`config.mk`:
```
export PLATFORM = sky130hd
export DESIGN_NAME = alu_cmd_sequencer
export DESIGN_NICKNAME = d
export VERILOG_FILES = /design/src/rtl/alu_cmd_sequencer.sv
export SDC_FILE = /design/constraint.sdc
export NUM_CORES = 1
export LEC_CHECK = 0
export CAP_MARGIN = 15
export CELL_PAD_IN_SITES_DETAIL_PLACEMENT = 0
export CELL_PAD_IN_SITES_GLOBAL_PLACEMENT = 1
export CORE_MARGIN = 1.5
export CORE_UTILIZATION = 44
export CTS_BUF_LIST = sky130_fd_sc_hd__clkbuf_4 sky130_fd_sc_hd__clkbuf_8
export CTS_CLUSTER_SIZE = 25
export DETAILED_ROUTE_END_ITERATION = 8
export MAX_ROUTING_LAYER = met4
export PLACE_DENSITY_LB_ADDON = 0.08
export SLEW_MARGIN = 30
export SYNTH_ARGS = -nofsm -noshare
export SYNTH_HDL_FRONTEND = slang
export SYNTH_SLANG_ARGS = --single-unit
```
`constraint.sdc`:
```
create_clock -name clk -period 2.7 [get_ports clk]
set_input_delay 0.54 -clock clk [delete_from_list [all_inputs] [get_ports clk]]
set_output_delay 0.54 -clock clk [all_outputs]
set_load 0.01 [all_outputs]
```
`src/rtl/alu_cmd_sequencer.sv`:
```
// Clocked front end for a combinational ALU: registers operands and select, waits a
// settle window, then captures the ALU result into a first-word fall-through response FIFO.
module alu_cmd_sequencer #(
    parameter int WIDTH     = 8,
    parameter int SEL_W     = 4,
    parameter int SETTLE    = 1,
    parameter int RSP_DEPTH = 4
) (
    input  logic               clk,
    input  logic               rst_n,
    input  logic               cmd_valid,
    output logic               cmd_ready,
    input  logic [WIDTH-1:0]   cmd_a,
    input  logic [WIDTH-1:0]   cmd_b,
    input  logic [SEL_W-1:0]   cmd_sel,
    output logic [WIDTH-1:0]   alu_a,
    output logic [WIDTH-1:0]   alu_b,
    output logic [SEL_W-1:0]   alu_sel,
    input  logic [WIDTH-1:0]   alu_out,
    input  logic               alu_carry,
    output logic               rsp_valid,
    input  logic               rsp_ready,
    output logic [WIDTH-1:0]   rsp_result,
    output logic               rsp_carry,
    output logic [SEL_W-1:0]   rsp_sel,
    output logic               busy,
    output logic [15:0]        op_count
);

    localparam int PTR_W  = (RSP_DEPTH > 1) ? $clog2(RSP_DEPTH) : 1;
    localparam int CNT_W  = PTR_W + 1;
    localparam int SCNT_W = (SETTLE > 1) ? $clog2(SETTLE) : 1;
    localparam int ENT_W  = SEL_W + 1 + WIDTH;
    localparam logic [CNT_W-1:0] DEPTH_C = CNT_W'(RSP_DEPTH);

    typedef enum logic [1:0] {
        S_IDLE,
        S_SETTLE,
        S_CAPTURE
    } state_e;

    state_e             state_q, state_d;
    logic [SCNT_W-1:0]  settle_q, settle_d;
    logic [WIDTH-1:0]   alu_a_q, alu_a_d;
    logic [WIDTH-1:0]   alu_b_q, alu_b_d;
    logic [SEL_W-1:0]   alu_sel_q, alu_sel_d;
    logic [PTR_W-1:0]   wr_ptr_q, wr_ptr_d;
    logic [PTR_W-1:0]   rd_ptr_q, rd_ptr_d;
    logic [CNT_W-1:0]   count_q, count_d;
    logic [ENT_W-1:0]   head_q, head_d;
    logic [15:0]        op_count_q, op_count_d;
    logic [ENT_W-1:0]   mem [RSP_DEPTH];

    logic               push;
    logic               pop;
    logic [ENT_W-1:0]   push_data;

    assign push      = (state_q == S_CAPTURE);
    assign pop       = (count_q != '0) && rsp_ready;
    assign push_data = {alu_sel_q, alu_carry, alu_out};

    // NOTE: every signal assigned here gets a default first, so no path can infer a latch.
    always_comb begin
        state_d    = state_q;
        settle_d   = settle_q;
        alu_a_d    = alu_a_q;
        alu_b_d    = alu_b_q;
        alu_sel_d  = alu_sel_q;
        op_count_d = op_count_q;
        wr_ptr_d   = wr_ptr_q;
        rd_ptr_d   = rd_ptr_q;
        count_d    = count_q;
        head_d     = head_q;

        case (state_q)
            S_IDLE: begin
                if (cmd_valid && (count_q < DEPTH_C)) begin
                    alu_a_d   = cmd_a;
                    alu_b_d   = cmd_b;
                    alu_sel_d = cmd_sel;
                    settle_d  = SCNT_W'(SETTLE - 1);
                    state_d   = S_SETTLE;
                end
            end
            S_SETTLE: begin
                if (settle_q == '0) state_d = S_CAPTURE;
                else                settle_d = settle_q - 1'b1;
            end
            S_CAPTURE: begin
                op_count_d = op_count_q + 16'd1;
                state_d    = S_IDLE;
            end
            default: state_d = S_IDLE;
        endcase

        if (push) wr_ptr_d = wr_ptr_q + 1'b1;
        if (pop)  rd_ptr_d = rd_ptr_q + 1'b1;
        if (push && !pop)      count_d = count_q + 1'b1;
        else if (pop && !push) count_d = count_q - 1'b1;

        // Head register follows the next read slot, bypassing a same-edge write; holds when empty.
        if (count_d != '0) begin
            if (push && (wr_ptr_q == rd_ptr_d)) head_d = push_data;
            else                                head_d = mem[rd_ptr_d];
        end
    end

    // NOTE: sequential state uses non-blocking assignments so every flop samples pre-edge values.
    always_ff @(posedge clk or negedge rst_n) begin
        if (!rst_n) begin
            state_q    <= S_IDLE;
            settle_q   <= '0;
            alu_a_q    <= '0;
            alu_b_q    <= '0;
            alu_sel_q  <= '0;
            op_count_q <= '0;
            wr_ptr_q   <= '0;
            rd_ptr_q   <= '0;
            count_q    <= '0;
            head_q     <= '0;
        end else begin
            state_q    <= state_d;
            settle_q   <= settle_d;
            alu_a_q    <= alu_a_d;
            alu_b_q    <= alu_b_d;
            alu_sel_q  <= alu_sel_d;
            op_count_q <= op_count_d;
            wr_ptr_q   <= wr_ptr_d;
            rd_ptr_q   <= rd_ptr_d;
            count_q    <= count_d;
            head_q     <= head_d;
        end
    end

    // NOTE: storage is not reset; the pointers and count define which entries are meaningful.
    always_ff @(posedge clk) begin
        if (push) mem[wr_ptr_q] <= push_data;
    end

    assign cmd_ready  = (state_q == S_IDLE) && (count_q < DEPTH_C);
    assign alu_a      = alu_a_q;
    assign alu_b      = alu_b_q;
    assign alu_sel    = alu_sel_q;
    assign rsp_valid  = (count_q != '0);
    assign rsp_result = head_q[WIDTH-1:0];
    assign rsp_carry  = head_q[WIDTH];
    assign rsp_sel    = head_q[ENT_W-1 -: SEL_W];
    assign busy       = (state_q != S_IDLE);
    assign op_count   = op_count_q;

endmodule

```
* Word level (Yosys, flattened, before mapping) *
Memory sizes are Yosys's and may differ from the RTL's. A register that Yosys moved wholly into a read port is not among the register bits.
Index checks and enable logic that the tools add are counted.

operators by class
  add/sub/neg operators = 6
  order comparisons = 1
  equality and inequality tests = 4
  multiplexer cells = 11
  reduce and logical (&&, ||, !) cells = 16

operators with widths
  operator                                                                number
  16-bit by 1-bit adder with 16-bit output (second input constant)        1
  2-bit two-way mux                                                       3
  3-bit two-way mux                                                       2
  2-bit AND reduction                                                     3
  3-bit nonzero test                                                      2
  1-bit logical AND                                                       5
  2-bit by 1-bit adder with 2-bit output (second input constant)          2
  1-bit two-way mux                                                       4
  2-bit != test (second input constant)                                   2
  2-bit one-hot mux with 2 select lines                                   1
  2-bit nonzero test                                                      2
  3-bit by 1-bit adder with 3-bit output (second input constant)          1
  1-bit logical NOT                                                       3
  3-bit < comparator (second input constant)                              1
  3-bit by 1-bit subtractor with 3-bit output (second input constant)     1
  2-bit by 1-bit equality test with 1-bit output (second input constant)  1
  2-bit equality test (second input constant)                             1
  2-bit logical NOT                                                       1
  1-bit one-hot mux with 2 select lines                                   1
  1-bit subtractor (second input constant)                                1

word-level totals
  flip-flop bits (word level) = 46
  memory bits (writable) = 52
  input port bits = 33
  output and inout bits = 52
  word-level logic and storage cells = 48
  memories kept = 1

memories
  name  words  width  rd ports  clocked after Yosys merged registers in  wr ports  RTL line  text
  mem   4      13     1         1                                        1         52        logic [ENT_W-1:0] mem [RSP_DEPTH];

* Logic depth before layout (Yosys ltp) *
Gate-level depths: netlist of run 1.

  word-level depth = 6
  depth in mapped cells = 11
  gate-level depth less buffers = 9

* Least setup slack after synthesis of run 1 *
OpenSTA, ideal clock, no wires.

  path kind = register -> register
  start = reg count_q[0]
  end = reg head_q[6], read port of mem
  setup time = 128 ps
  arrival time = 2162 ps
  required time = 2572 ps
  setup slack = 410 ps
  cell stages (with the launch flop) = 11
  path buffers = 2
  clock period less this slack = 2290 ps
  cells stage by stage = dfrtp_1 inv_1 ha_1 nor2b_2 buf_6 nor2_2 xnor2_2 buf_2 mux2_2 a22oi_1 a31oi_1

between the ends
  longest elaborated chain between the ends = 6
  elaborated cells on any way between the ends = 11
  classes of those cells = add/sub: 2; mux: 3; reduce/logical: 6

RTL lines
  element                                                                              RTL line  text
  start: declaration                                                                   49        logic [CNT_W-1:0] count_q, count_d;
  start signal: assignment                                                             130       count_q <= count_d;
  branches (longest 6 deep; another with 3-bit by 1-bit subtractor with 3-bit output)  n/a
  end: declaration                                                                     50        logic [ENT_W-1:0] head_q, head_d;

Several ways; the timed one is not identified.
A chain may end at the register's enable or synchronous reset.

* Worst setup path after layout of run 1 *
  start = reg count_q[0]
  end = out rsp_valid

between the ends
  longest elaborated chain between the ends = 1

RTL lines
  element             RTL line  text
  3-bit nonzero test  144       assign rsp_valid = (count_q != '0);
  end: declaration    21        output logic rsp_valid,

No other way between the ends.

==> results of run 1 <==
[power breakdown]
part	switching (uW)	internal (uW)	leakage (uW)
Clock	559	366	0.0000908
Combinational	1330	1590	0.00102
Sequential	353	2250	0.00118
Total	2250	4200	0.00230
[worst max-delay path: cells and delay by family (launching register included)]
kind                       cells  cell delay (ps)
adders and majority gates      1              170
buffers and inverters          3              700
DFF                            1              450
and+or+nand+nor                1              280
[per-layer routing]
layer	GRT usage	routed length [um]	vias to the layer above
li1	-	-	1430
met5	-	0	-
met2	0.2743	4430	90
met1	0.2505	4369	1468
met4	0.06476	91	0
met3	0.04195	486	8
[cell usage in the layout, fill, tap and decap left out, types with 3 or more instances in the layout]
| cell | count |
|---|---|
| and3_1 | 3 |
| nand4_1 | 4 |
| clkbuf_8 | 10 |
| mux2_1 | 3 |
| dfrtp_1 | 58 |
| buf_12 | 4 |
| mux2_2 | 43 |
| and2_1 | 5 |
| ha_1 | 8 |
| a31oi_1 | 14 |
| nor2_1 | 15 |
| xor2_1 | 3 |
| clkdlybuf4s50_1 | 83 |
| nand3_1 | 6 |
| inv_1 | 9 |
| a22oi_1 | 14 |
| xnor2_1 | 17 |
| nand2_1 | 27 |
| buf_4 | 13 |
| edfxtp_1 | 52 |
| nor2_2 | 8 |
[layout make-up]
| type | instances | area [um^2] | share of cell area |
|---|---|---|---|
| Clock buffer | 10 | 137.6 | 0.02291 |
| Inverter | 10 | 42.54 | 0.007082 |
| Tap cell | 136 | 170.2 | 0.02833 |
| Multi-Input combinational cell | 203 | 1587 | 0.2641 |
| Sequential cell | 110 | 3013 | 0.5016 |
| Clock inverter | 6 | 43.79 | 0.007290 |
| Timing Repair Buffer | 101 | 1013 | 0.1687 |
[stage by stage]
step,util,area (um^2),worst slack (ps)
6_report,0.5793,6007,187.6
3_3_place_gp,0.5613,5821,210.8
3_5_place_dp,0.5613,5821,170.3
5_1_grt,0.5793,6007,73.18
2_1_floorplan,-,4728,409.8
4_1_cts,0.5788,6002,65.40
[final timing paths]
kind                                     startpoint                  endpoint
max                            count_q[0]$_DFF_PN0_                 rsp_valid
min                                           rst_n     head_q[8]$_DFFE_PN0P_
max reg2reg                    count_q[0]$_DFF_PN0_    head_q[11]$_DFFE_PN0P_
min reg2reg                op_count[15]$_DFFE_PN0P_  op_count[15]$_DFFE_PN0P_
max in group asynchronous                     rst_n     rd_ptr_q[1]$_DFF_PN0_
min in group clk           op_count[15]$_DFFE_PN0P_  op_count[15]$_DFFE_PN0P_
[flip-flops by register name (all words and copies together), names as in the netlist]
signal / flops
op_count: 16
mem: 52
count_q: 3
alu_a: 8
head_q: 13
alu_sel: 4
wr_ptr_q: 2
alu_b: 8
rd_ptr_q: 2
state_q: 2
[what timing repair did]
action                     in CTS  in global routing
gates resized for setup         0                  1
setup endpoints to repair       0                  1
hold endpoints to repair        0                  0
buffers inserted                0                  0
[cell families after synthesis]
group / Yosys count
xor+xnor: 21
flops: 110
simple gates: 80
buf+inv: 26
mux: 46
fa+ha+maj: 8
compound gates: 48
==> tab_implementation.tex, run 1 <==
\begin{tabular}{lr}
\hline
Metric & Value \\
\hline
\multicolumn{2}{l}{\textbf{Synthesis}} \\
Yosys warns & 0 \\
Cell area after synthesis & 4728 um\^{}2 \\
Top cells by area, synth & edfxtp\_1 (33\%), dfrtp\_1 (31\%), mux2\_2 (10\%) \\
Multiplexer share of the synthesized area & 0.1096 \\
Fraction of the mapped netlist area in compound gates & 0.07965 \\
Adder and majority cell fraction of the synthesized area & 0.02117 \\
Async set or reset register ratio after synthesis & 0.5273 \\
Simple logic cell fraction of the synthesized area & 0.08362 \\
Syn\_nets & 380 \\
Area share of the leading cell type in the synthesized netlist & 0.3302 \\
Post-synthesis cell type with the largest combined area & edfxtp\_1 \\
Commonest cells in the synthesized netlist & dfrtp\_1 (58), edfxtp\_1 (52), mux2\_2 (43) \\
Mean instance size in the synthesized netlist & 13.95 um\^{}2 \\
Main combinational cell family by area after synthesis & multiplexers \\
Prevailing post-synth register cell & dfrtp\_1 \\
Sequential share of the synthesized area & 0.6372 \\
Synth Area in XOR/XNOR & 0.04049 \\
Synthesized instance count & 339 \\
Cell with the most instances after synthesis & dfrtp\_1 \\
Number of unique standard cell types used by synthesis & 46 \\
EDFF count, synth & 52 \\
Register bit total from synthesis & 110 \\
\multicolumn{2}{l}{\textbf{Floorplan}} \\
Die Ht & 106.7 um \\
Standard-cell rows & 37 \\
Floorplan Core Area & 10370 um\^{}2 \\
Die Footprint & 11380 um\^{}2 \\
Num ports & 85 \\
Floorplan die width & 106.7 um \\
Initial core utilization & 0.4560 \\
\multicolumn{2}{l}{\textbf{Drt}} \\
Post-route DRC & 0 \\
Final routed wire length divided by cell count & 16.28 um \\
Total number of vias & 2996 \\
Post-detailed-routing wire length & 9378 um \\
Via count normalized by instance count & 5.201 \\
Number of detailed-routing iterations run before antenna repair & 4 \\
Iteration-0 DRC Markers & 130 \\
Final ANT Viol Nets & 0 \\
\multicolumn{2}{l}{\textbf{CTS}} \\
TritonCTS Buffers & 9 \\
Clk buf depth & 2 \\
Hold buffers post-CTS & 0 \\
CTS root buffer & clkbuf\_8 \\
Clock slew at the register clock pins of the worst setup and hold paths & 100 ps \\
Depth of the CTS H-tree & 3 \\
Clock sink total & 110 \\
TritonCTS clock tree & yes \\
Skew-Pair Late Insertion Delay & 370 ps \\
\multicolumn{2}{l}{\textbf{STA}} \\
Worst Hold Slack & 222.0 ps \\
Setup repair after global routing missed its margin & false \\
Hold Vio Cnt, Final & 0 \\
Maximum achievable frequency & 398.0 MHz \\
Final worst-path cycle share & 0.9305 \\
Final setup violation count & 0 \\
Setup TNS & 0 ps \\
Minimum period implied by the final worst setup slack & 2512 ps \\
Final-report max-slew violation count & 0 \\
Worst slew pin tran & 714.4 ps \\
Relative slew margins & 0.5237 \\
Clock Skews & 9.871 ps \\
\multicolumn{2}{l}{\textbf{Placement}} \\
Number of instances in the placed design & 560 \\
Placed wire-length estimate & 6074 um \\
Routability-driven placement congestion ratio & 0.8059 \\
Number of buffers added on ports & 84 \\
\multicolumn{2}{l}{\textbf{Setup path}} \\
Worst setup EP type & output pin \\
Cell with the largest stage delay on the worst path & clkdlybuf4s50\_1 \\
CP Launch Type & flop \\
R2R depth & 9 \\
Startpoint-to-endpoint class of the critical path & reg -> out \\
Critical Path RT & 2160 ps \\
Cell Chain, Critical Path & inv\_1 > ha\_1 > nor2b\_4 > inv\_6 > clkdlybuf4s50\_1 \\
Crit path arrival time & 1970 ps \\
Largest stage delay, worst path & 480 ps \\
Slack of the worst reg-to-reg path & 310 ps \\
Max Fanout on Critical Path & 9 \\
\multicolumn{2}{l}{\textbf{Pwr}} \\
Lkg Pwr & 0.002297 uW \\
Cell area power density & 1073 nW/um\^{}2 \\
Power Total & 6446 uW \\
Largest voltage drop on the vdd net & 0.5253 mV \\
\multicolumn{2}{l}{\textbf{GRT}} \\
All-Layer GR Usage & 0.1844 \\
Maximum number of pins on one net before global-route repair & 31 \\
Global-route congestion overflow total & 0 \\
Vias in the first global route & 3072 \\
First-pass GRT wire length & 15500 um \\
Number of antenna violations at the first check in global routing & 0 \\
\multicolumn{2}{l}{\textbf{Final layout}} \\
Fillcell total & 902 \\
Count of nets after finishing & 476 \\
Antenna fix cells & 0 \\
Share of post-route cells with drive strength above 1 & 0.2136 \\
Area growth from synthesis to layout & 27.04\% \\
Final cell count without fillers & 576 \\
\multicolumn{2}{l}{\textbf{Hold path}} \\
Type of the tightest min-delay check & in -> async \\
\multicolumn{2}{l}{\textbf{Run status}} \\
Status & complete, no violations \\
\multicolumn{2}{l}{\textbf{Job}} \\
Number of max-cap violations & 0 \\
\hline
\end{tabular}
Note: power is estimated with default switching activity, not from simulation.
==> run 2, diff against run 1 <==
--- a/config.mk
+++ b/config.mk
@@ -5,11 +5,12 @@
 export SDC_FILE = /design/constraint.sdc
 export NUM_CORES = 1
 export LEC_CHECK = 0
+export ABC_AREA = 1
 export CAP_MARGIN = 15
 export CELL_PAD_IN_SITES_DETAIL_PLACEMENT = 0
 export CELL_PAD_IN_SITES_GLOBAL_PLACEMENT = 1
 export CORE_MARGIN = 1.5
-export CORE_UTILIZATION = 44
+export CORE_UTILIZATION = 42
 export CTS_BUF_LIST = sky130_fd_sc_hd__clkbuf_4 sky130_fd_sc_hd__clkbuf_8
 export CTS_CLUSTER_SIZE = 25
 export DETAILED_ROUTE_END_ITERATION = 8
==> run 2 against run 1 <==
  * Area after synthesis rose by 3.4%
  * Setup slack better by 190 ps
  * Final cell count rose by 26%
  * Total power grew 3.0%
  * Largest cell class unchanged
  * Largest power group unchanged
==> tab_implementation.tex, run 2 <==
\begin{tabular}{lr}
\hline
Metric & Value \\
\hline
\multicolumn{2}{l}{\textbf{Run status}} \\
Status & complete, no violations \\
\multicolumn{2}{l}{\textbf{Final layout}} \\
Commonest cells after routing, fill and taps aside & nand2\_1 (165), clkdlybuf4s50\_1 (83), nand3\_1 (79), dfrtp\_1 (58), edfxtp\_1 (52) \\
Largest Register & mem \\
Fillcell total & 1065 (+18\%) \\
Share of post-route cells with drive strength above 1 & 0.08547 (-0.1282) \\
Area growth from synthesis to layout & 24.41\% \\
Antenna fix cells & 0 (unchanged) \\
Most common cell after layout, fill and taps aside & nand2\_1 \\
Flip-flop count of the largest register after layout & 52 (unchanged) \\
Count of nets after finishing & 621 (+30\%) \\
Area of all placed cells without fillers & 6083 um\^{}2 (+1.3\%) \\
\multicolumn{2}{l}{\textbf{CTS}} \\
Hold buffers post-CTS & 0 (unchanged) \\
Setup Fix Bufs, Post-CTS & 0 (unchanged) \\
Clock sink total & 110 (unchanged) \\
Clock slew at the register clock pins of the worst setup and hold paths & 100 ps (about the same) \\
TritonCTS clock tree & yes \\
TritonCTS Buffers & 9 (unchanged) \\
Clk buf depth & 2 (unchanged) \\
Cts repair resizes & 0 (unchanged) \\
Skew-Pair Late Insertion Delay & 380 ps (about the same) \\
Depth of the CTS H-tree & 3 (unchanged) \\
CTS root buffer & clkbuf\_8 \\
\multicolumn{2}{l}{\textbf{STA}} \\
Setup repair after global routing missed its margin & false \\
Minimum period implied by the final worst setup slack & 2318 ps (-194.7 ps) \\
Final-report max-slew violation count & 0 (unchanged) \\
Maximum achievable frequency & 431.5 MHz (+8.4\%) \\
Relative slew margins & 0.4959 (-0.02785) \\
Clock Skews & 8.705 ps (-1.166 ps) \\
Final worst-path cycle share & 0.8584 (-0.07212) \\
Worst slew pin tran & 756.2 ps (+41.78 ps) \\
Hold Vio Cnt, Final & 0 (unchanged) \\
Final setup violation count & 0 (unchanged) \\
Final WS setup & 382.4 ps (+194.7 ps) \\
Setup TNS & 0 ps (unchanged) \\
\multicolumn{2}{l}{\textbf{GRT}} \\
Maximum number of pins on one net before global-route repair & 59 (+90\%) \\
All-Layer GR Usage & 0.2020 (+0.01761) \\
First-pass GRT wire length & 18820 um (+21\%) \\
Global-route congestion overflow total & 0 (unchanged) \\
Number of antenna violations at the first check in global routing & 0 (unchanged) \\
Vias in the first global route & 3700 (+20\%) \\
\multicolumn{2}{l}{\textbf{Drt}} \\
Met3 WL & 607 um (+25\%) \\
Final routed wire length divided by cell count & 15.48 um (-4.9\%) \\
Iteration-0 DRC Markers & 179 (+38\%) \\
Post-detailed-routing wire length & 11270 um (+20\%) \\
Total number of vias & 3569 (+19\%) \\
Via count normalized by instance count & 4.902 (-5.7\%) \\
Number of detailed-routing iterations run before antenna repair & 4 (unchanged) \\
Post-route DRC & 0 (unchanged) \\
Met2 wire length & 5180 um (+17\%) \\
Max layer used & met4 \\
Routed length on met1 & 5327 um (+22\%) \\
Final ANT Viol Nets & 0 (unchanged) \\
\multicolumn{2}{l}{\textbf{Synthesis}} \\
Synthesized instance count & 491 (+45\%) \\
Async set or reset register ratio after synthesis & 0.5273 (unchanged) \\
Prevailing post-synth register cell & dfrtp\_1 \\
EDFF count, synth & 52 (unchanged) \\
Number of unique standard cell types used by synthesis & 23 (-50\%) \\
Mean instance size in the synthesized netlist & 9.959 um\^{}2 (-29\%) \\
Syn\_nets & 532 (+40\%) \\
Post-synthesis cell type with the largest combined area & edfxtp\_1 \\
Register bit total from synthesis & 110 (unchanged) \\
Commonest cells in the synthesized netlist & nand2\_1 (165), nand3\_1 (79), dfrtp\_1 (58) \\
Top cells by area, synth & edfxtp\_1 (32\%), dfrtp\_1 (30\%), nand2\_1 (13\%) \\
Area share of the leading cell type in the synthesized netlist & 0.3193 (-0.01090) \\
Cell area after synthesis & 4890 um\^{}2 (+3.4\%) \\
Sequential share of the synthesized area & 0.6162 (-0.02103) \\
Cell with the most instances after synthesis & nand2\_1 \\
Yosys warns & 0 (unchanged) \\
\multicolumn{2}{l}{\textbf{Placement}} \\
Instance area at placement & 5886 um\^{}2 (+1.1\%) \\
Placed wire-length estimate & 7737 um (+27\%) \\
Worst setup slack before clock tree synthesis & 242.0 ps (+71.72 ps) \\
Number of buffers added on ports & 84 (unchanged) \\
Routability-driven placement congestion ratio & 0.8197 (+1.7\%) \\
\multicolumn{2}{l}{\textbf{Floorplan}} \\
Initial core utilization & 0.4301 (-0.02590) \\
Num ports & 85 (unchanged) \\
Die Footprint & 12300 um\^{}2 (+8.1\%) \\
Die Ht & 110.9 um (+4.0\%) \\
Standard-cell rows & 39 (+5.4\%) \\
Floorplan die width & 110.9 um (+4.0\%) \\
Floorplan Core Area & 11370 um\^{}2 (+9.6\%) \\
\multicolumn{2}{l}{\textbf{Setup path}} \\
CP Launch Type & flop \\
Worst setup EP type & output pin \\
Startpoint-to-endpoint class of the critical path & reg -> out \\
Critical Path RT & 2160 ps (about the same) \\
Max Fanout on Critical Path & 7 (-2) \\
Slack of the worst reg-to-reg path & 690 ps (+380 ps) \\
Crit path arrival time & 1780 ps (-190 ps) \\
\multicolumn{2}{l}{\textbf{Pwr}} \\
Power Total & 6639 uW (+3.0\%) \\
Cell area power density & 1091 nW/um\^{}2 (+1.7\%) \\
Lkg Pwr & 0.002748 uW (+20\%) \\
Largest voltage drop on the vdd net & 0.4876 mV (-7.2\%) \\
\multicolumn{2}{l}{\textbf{Hold path}} \\
Type of the tightest min-delay check & in -> async \\
\multicolumn{2}{l}{\textbf{Job}} \\
Number of max-cap violations & 0 (unchanged) \\
\hline
\end{tabular}
## run 2: worst paths after layout
check                                        from                endpoint  cells past startpoint
setup / recovery             count_q[0]$_DFF_PN0_               rsp_valid                      4
hold / removal                              rst_n   head_q[8]$_DFFE_PN0P_                      2
setup reg to reg             count_q[0]$_DFF_PN0_   head_q[5]$_DFFE_PN0P_                     11
hold reg to reg            state_q[1]$_DFFE_PN0P_  state_q[1]$_DFFE_PN0P_                      1
max in group asynchronous                   rst_n    alu_a[1]$_DFFE_PN0P_                      2
min in group clk           state_q[1]$_DFFE_PN0P_  state_q[1]$_DFFE_PN0P_                      1
## run 2: area by class of cell
cell class	count	area, um^2	share of cell area
clock buffer	9	123.9	0.02036
clock inverter	7	73.82	0.01213
inverter	40	150.1	0.02468
multi-input combinational	321	1603	0.2635
sequential	110	3013	0.4953
tap	143	178.9	0.02941
timing repair buffer	98	940.9	0.1547
## run 2: routing by layer
metal	global-route usage	vias up
li1	-	1781
met1	0.2633	1695
met2	0.3058	84
met3	0.05467	9
met4	0.07265	0
met5	-	-
## run 2: cells by family after synthesis
logic type      after synthesis  share of synthesized area
fa+ha+maj                     8                    0.02047
flops                       110                     0.6162
xor+xnor                     15                    0.02687
simple gates                292                     0.2743
buf+inv                      60                    0.05604
compound gates                6                   0.006139
## run 2: where the power goes
part           internal, uW  switching [uW]
sequential             2250             308
clock                   431             568
combinational          1260            1830
## run 2: critical path, stage by stage, from the launching register on
cell and delay (ps):
dfrtp_1 390, inv_1 90, ha_1 230, nand2_4 130, clkdlybuf4s50_1 550
## run 2: through the flow
step / instances / hold WS, ps / util
after floorplan: 491 / 244.4 / -
after global placement: 712 / 458.6 / 0.5177
after detailed placement: 712 / 461.0 / 0.5177
after CTS: 728 / 304.7 / 0.5351
after global routing: 728 / 341.9 / 0.5351
final: 728 / 282.9 / 0.5351
==> run 3, diff against run 2 <==
--- a/config.mk
+++ b/config.mk
@@ -9,7 +9,7 @@
 export CAP_MARGIN = 15
 export CELL_PAD_IN_SITES_DETAIL_PLACEMENT = 0
 export CELL_PAD_IN_SITES_GLOBAL_PLACEMENT = 1
-export CORE_MARGIN = 1.5
+export CORE_MARGIN = 8
 export CORE_UTILIZATION = 42
 export CTS_BUF_LIST = sky130_fd_sc_hd__clkbuf_4 sky130_fd_sc_hd__clkbuf_8
 export CTS_CLUSTER_SIZE = 25
==> run 3 against run 2 <==
  * Die area increased by 25%
  * Sequential power barely moved
  * Combinational power hardly changed
  * Utilization about the same
  * Non-clock buffer count unchanged
  * Via count is 1.7% lower
  * Fmax up 1.1%
  * Clock skew rose by 1.5 ps
  * Register-to-register slack worse by 20 ps
  * Largest cell class unchanged
  * Critical endpoint unchanged
  * Final area about the same
  * Routed wire length increased by 7.2%
  * Count of clock-buffer cells in the layout rose by 2
==> tab_implementation.tex, run 3 (same netlist as run 2, synthesis figures left out) <==
\begin{tabular}{lr}
\hline
Metric & Value \\
\hline
\multicolumn{2}{l}{\textbf{Pwr}} \\
Cell area power density & 1095 nW/um\^{}2 (+0.35\%) \\
Seq pwr share & 0.385 (about the same) \\
Largest voltage drop on the vdd net & 0.4439 mV (-9.0\%) \\
Fraction of power consumed by combinational cells & 0.465 (about the same) \\
Clock Power Share & 0.150 (about the same) \\
Lkg Pwr & 0.002753 uW (+0.21\%) \\
Sw frac & 0.4085 (+0.001221) \\
Psw & 2721 uW (+0.63\%) \\
Power Total & 6661 uW (+0.32\%) \\
Internal power contribution & 3940 uW (+0.12\%) \\
\multicolumn{2}{l}{\textbf{GRT}} \\
Number of antenna violations at the first check in global routing & 0 (unchanged) \\
Maximum number of pins on one net before global-route repair & 27 (-54\%) \\
Global-route congestion overflow total & 0 (unchanged) \\
All-Layer GR Usage & 0.1713 (-0.03071) \\
Vias in the first global route & 3662 (-1.0\%) \\
First-pass GRT wire length & 19380 um (+3.0\%) \\
\multicolumn{2}{l}{\textbf{Final layout}} \\
Most common cell after layout, fill and taps aside & nand2\_1 \\
Fillcell total & 1029 (-3.4\%) \\
Antenna fix cells & 0 (unchanged) \\
Count of nets after finishing & 621 (unchanged) \\
Commonest cells after routing, fill and taps aside & nand2\_1 (165), clkdlybuf4s50\_1 (83), nand3\_1 (79), dfrtp\_1 (58), edfxtp\_1 (52) \\
Area growth from synthesis to layout & 24.39\% (about the same) \\
Flip-flop count of the largest register after layout & 52 (unchanged) \\
Share of post-route cells with drive strength above 1 & 0.08547 (unchanged) \\
Register area & 3013 um\^{}2 (unchanged) \\
Largest Register & mem \\
Multi-input logic area & 1603 um\^{}2 (unchanged) \\
\multicolumn{2}{l}{\textbf{Setup path}} \\
Startpoint-to-endpoint class of the critical path & reg -> out \\
Largest stage delay, worst path & 560 ps (about the same) \\
Critical Path RT & 2160 ps (about the same) \\
Crit path arrival time & 1750 ps (-30 ps) \\
Cell type group with the largest total delay on the critical path & buffers and inverters \\
Worst setup EP type & output pin \\
Buffering stage count on the worst path with inverters included & 2 (unchanged) \\
Cell Chain, Critical Path & inv\_1 > ha\_1 > nand2\_4 > clkdlybuf4s50\_1 \\
Max Fanout on Critical Path & 7 (unchanged) \\
Cell with the largest stage delay on the worst path & clkdlybuf4s50\_1 \\
CP Launch Type & flop \\
\multicolumn{2}{l}{\textbf{Floorplan}} \\
Die Footprint & 15350 um\^{}2 (+25\%) \\
Floorplan Core Area & 11370 um\^{}2 (unchanged) \\
Standard-cell rows & 39 (unchanged) \\
Floorplan die width & 123.9 um (+12\%) \\
Initial core utilization & 0.4301 (unchanged) \\
Die Ht & 123.9 um (+12\%) \\
Num ports & 85 (unchanged) \\
\multicolumn{2}{l}{\textbf{STA}} \\
Setup TNS & 0 ps (unchanged) \\
Maximum achievable frequency & 436.0 MHz (+1.1\%) \\
Setup repair after global routing missed its margin & false \\
Worst slew pin tran & 696.5 ps (-59.65 ps) \\
Hold Vio Cnt, Final & 0 (unchanged) \\
Minimum period implied by the final worst setup slack & 2294 ps (-24.12 ps) \\
Final setup violation count & 0 (unchanged) \\
Final worst-path cycle share & 0.8495 (-0.008932) \\
Final-report max-slew violation count & 0 (unchanged) \\
Relative slew margins & 0.5351 (+0.03925) \\
Clock Skews & 10.21 ps (+1.503 ps) \\
\multicolumn{2}{l}{\textbf{CTS}} \\
Clk buf depth & 2 (unchanged) \\
Setup Fix Bufs, Post-CTS & 0 (unchanged) \\
Skew-Pair Late Insertion Delay & 370 ps (about the same) \\
TritonCTS clock tree & yes \\
TritonCTS Buffers & 9 (unchanged) \\
Cts repair resizes & 0 (unchanged) \\
Depth of the CTS H-tree & 3 (unchanged) \\
Clock sink total & 110 (unchanged) \\
CTS root buffer & clkbuf\_8 \\
Clock slew at the register clock pins of the worst setup and hold paths & 100 ps (about the same) \\
Hold buffers post-CTS & 0 (unchanged) \\
\multicolumn{2}{l}{\textbf{Run status}} \\
Status & complete, no violations \\
\multicolumn{2}{l}{\textbf{Placement}} \\
Placed wire-length estimate & 8328 um (+7.6\%) \\
Number of buffers added on ports & 84 (unchanged) \\
Routability-driven placement congestion ratio & 0.7847 (-4.3\%) \\
\multicolumn{2}{l}{\textbf{Drt}} \\
Post-detailed-routing wire length & 12080 um (+7.2\%) \\
Iteration-0 DRC Markers & 124 (-31\%) \\
Via count normalized by instance count & 4.820 (-1.7\%) \\
Final ANT Viol Nets & 0 (unchanged) \\
Final routed wire length divided by cell count & 16.59 um (+7.2\%) \\
Total number of vias & 3509 (-1.7\%) \\
Post-route DRC & 0 (unchanged) \\
Number of detailed-routing iterations run before antenna repair & 6 (+2) \\
\multicolumn{2}{l}{\textbf{Job}} \\
Number of max-cap violations & 0 (unchanged) \\
\multicolumn{2}{l}{\textbf{Hold path}} \\
Type of the tightest min-delay check & in -> async \\
\hline
\end{tabular}
-- run 3: cell count changes in the layout (fill, tap and decap cells not counted), sizes merged --
cell      change
clkbuf        +2
clkinv        -2
clkinvlp      -1
inv           +1
-- run 3: power groups by stage --
stage	Clock [uW]	Sequential, uW	Combinational, uW
2_1_floorplan	0	2640	1800
6_report	997	2570	3100
3_3_place_gp	0	2590	3120
4_1_cts	1020	2570	3160
3_5_place_dp	0	2590	3140
5_1_grt	1090	2620	3490
-- run 3: worst paths after layout --
path | startpoint | endpoint | cells past startpoint | slack [ps]
hold reg to reg | state_q[1]$_DFFE_PN0P_ | state_q[1]$_DFFE_PN0P_ | 1 | 490
hold / removal | rst_n | op_count[7]$_DFFE_PN0P_ | 1 | 110
max in group asynchronous | rst_n | head_q[12]$_DFFE_PN0P_ | 2 | 1930
min in group clk | state_q[1]$_DFFE_PN0P_ | state_q[1]$_DFFE_PN0P_ | 1 | 490
setup reg to reg | count_q[0]$_DFF_PN0_ | head_q[4]$_DFFE_PN0P_ | 12 | 670
setup / recovery | count_q[0]$_DFF_PN0_ | rsp_valid | 4 | 410
-- run 3: metal layers --
metal	up-vias	wire, um	share of wire	global-route usage
li1	1776	-	-	-
met1	1645	5631	0.47	0.2185
met2	78	5623	0.47	0.2635
met3	10	701	0.058	0.04397
met4	0	121	0.010	0.05353
met5	-	0	0	-
-- run 3: cell type report --
class | count | area share
Sequential cell | 110 | 0.4954
Multi-Input combinational cell | 321 | 0.2635
Timing Repair Buffer | 98 | 0.1547
Tap cell | 143 | 0.02942
Inverter | 40 | 0.02469
Clock buffer | 11 | 0.02283
Clock inverter | 5 | 0.009463
-- run 3: stage by stage --
stage,setup slack (ps),hold slack (ps),instance area (um^2),instances,utilization
2_1_floorplan,995.7,244.4,4890,491,-
3_3_place_gp,317.1,455.5,5886,712,0.5177
3_5_place_dp,288.9,464.1,5886,712,0.5177
4_1_cts,380.8,108.2,6082,728,0.5349
5_1_grt,328.4,124.9,6082,728,0.5349
6_report,406.5,112.9,6082,728,0.5349
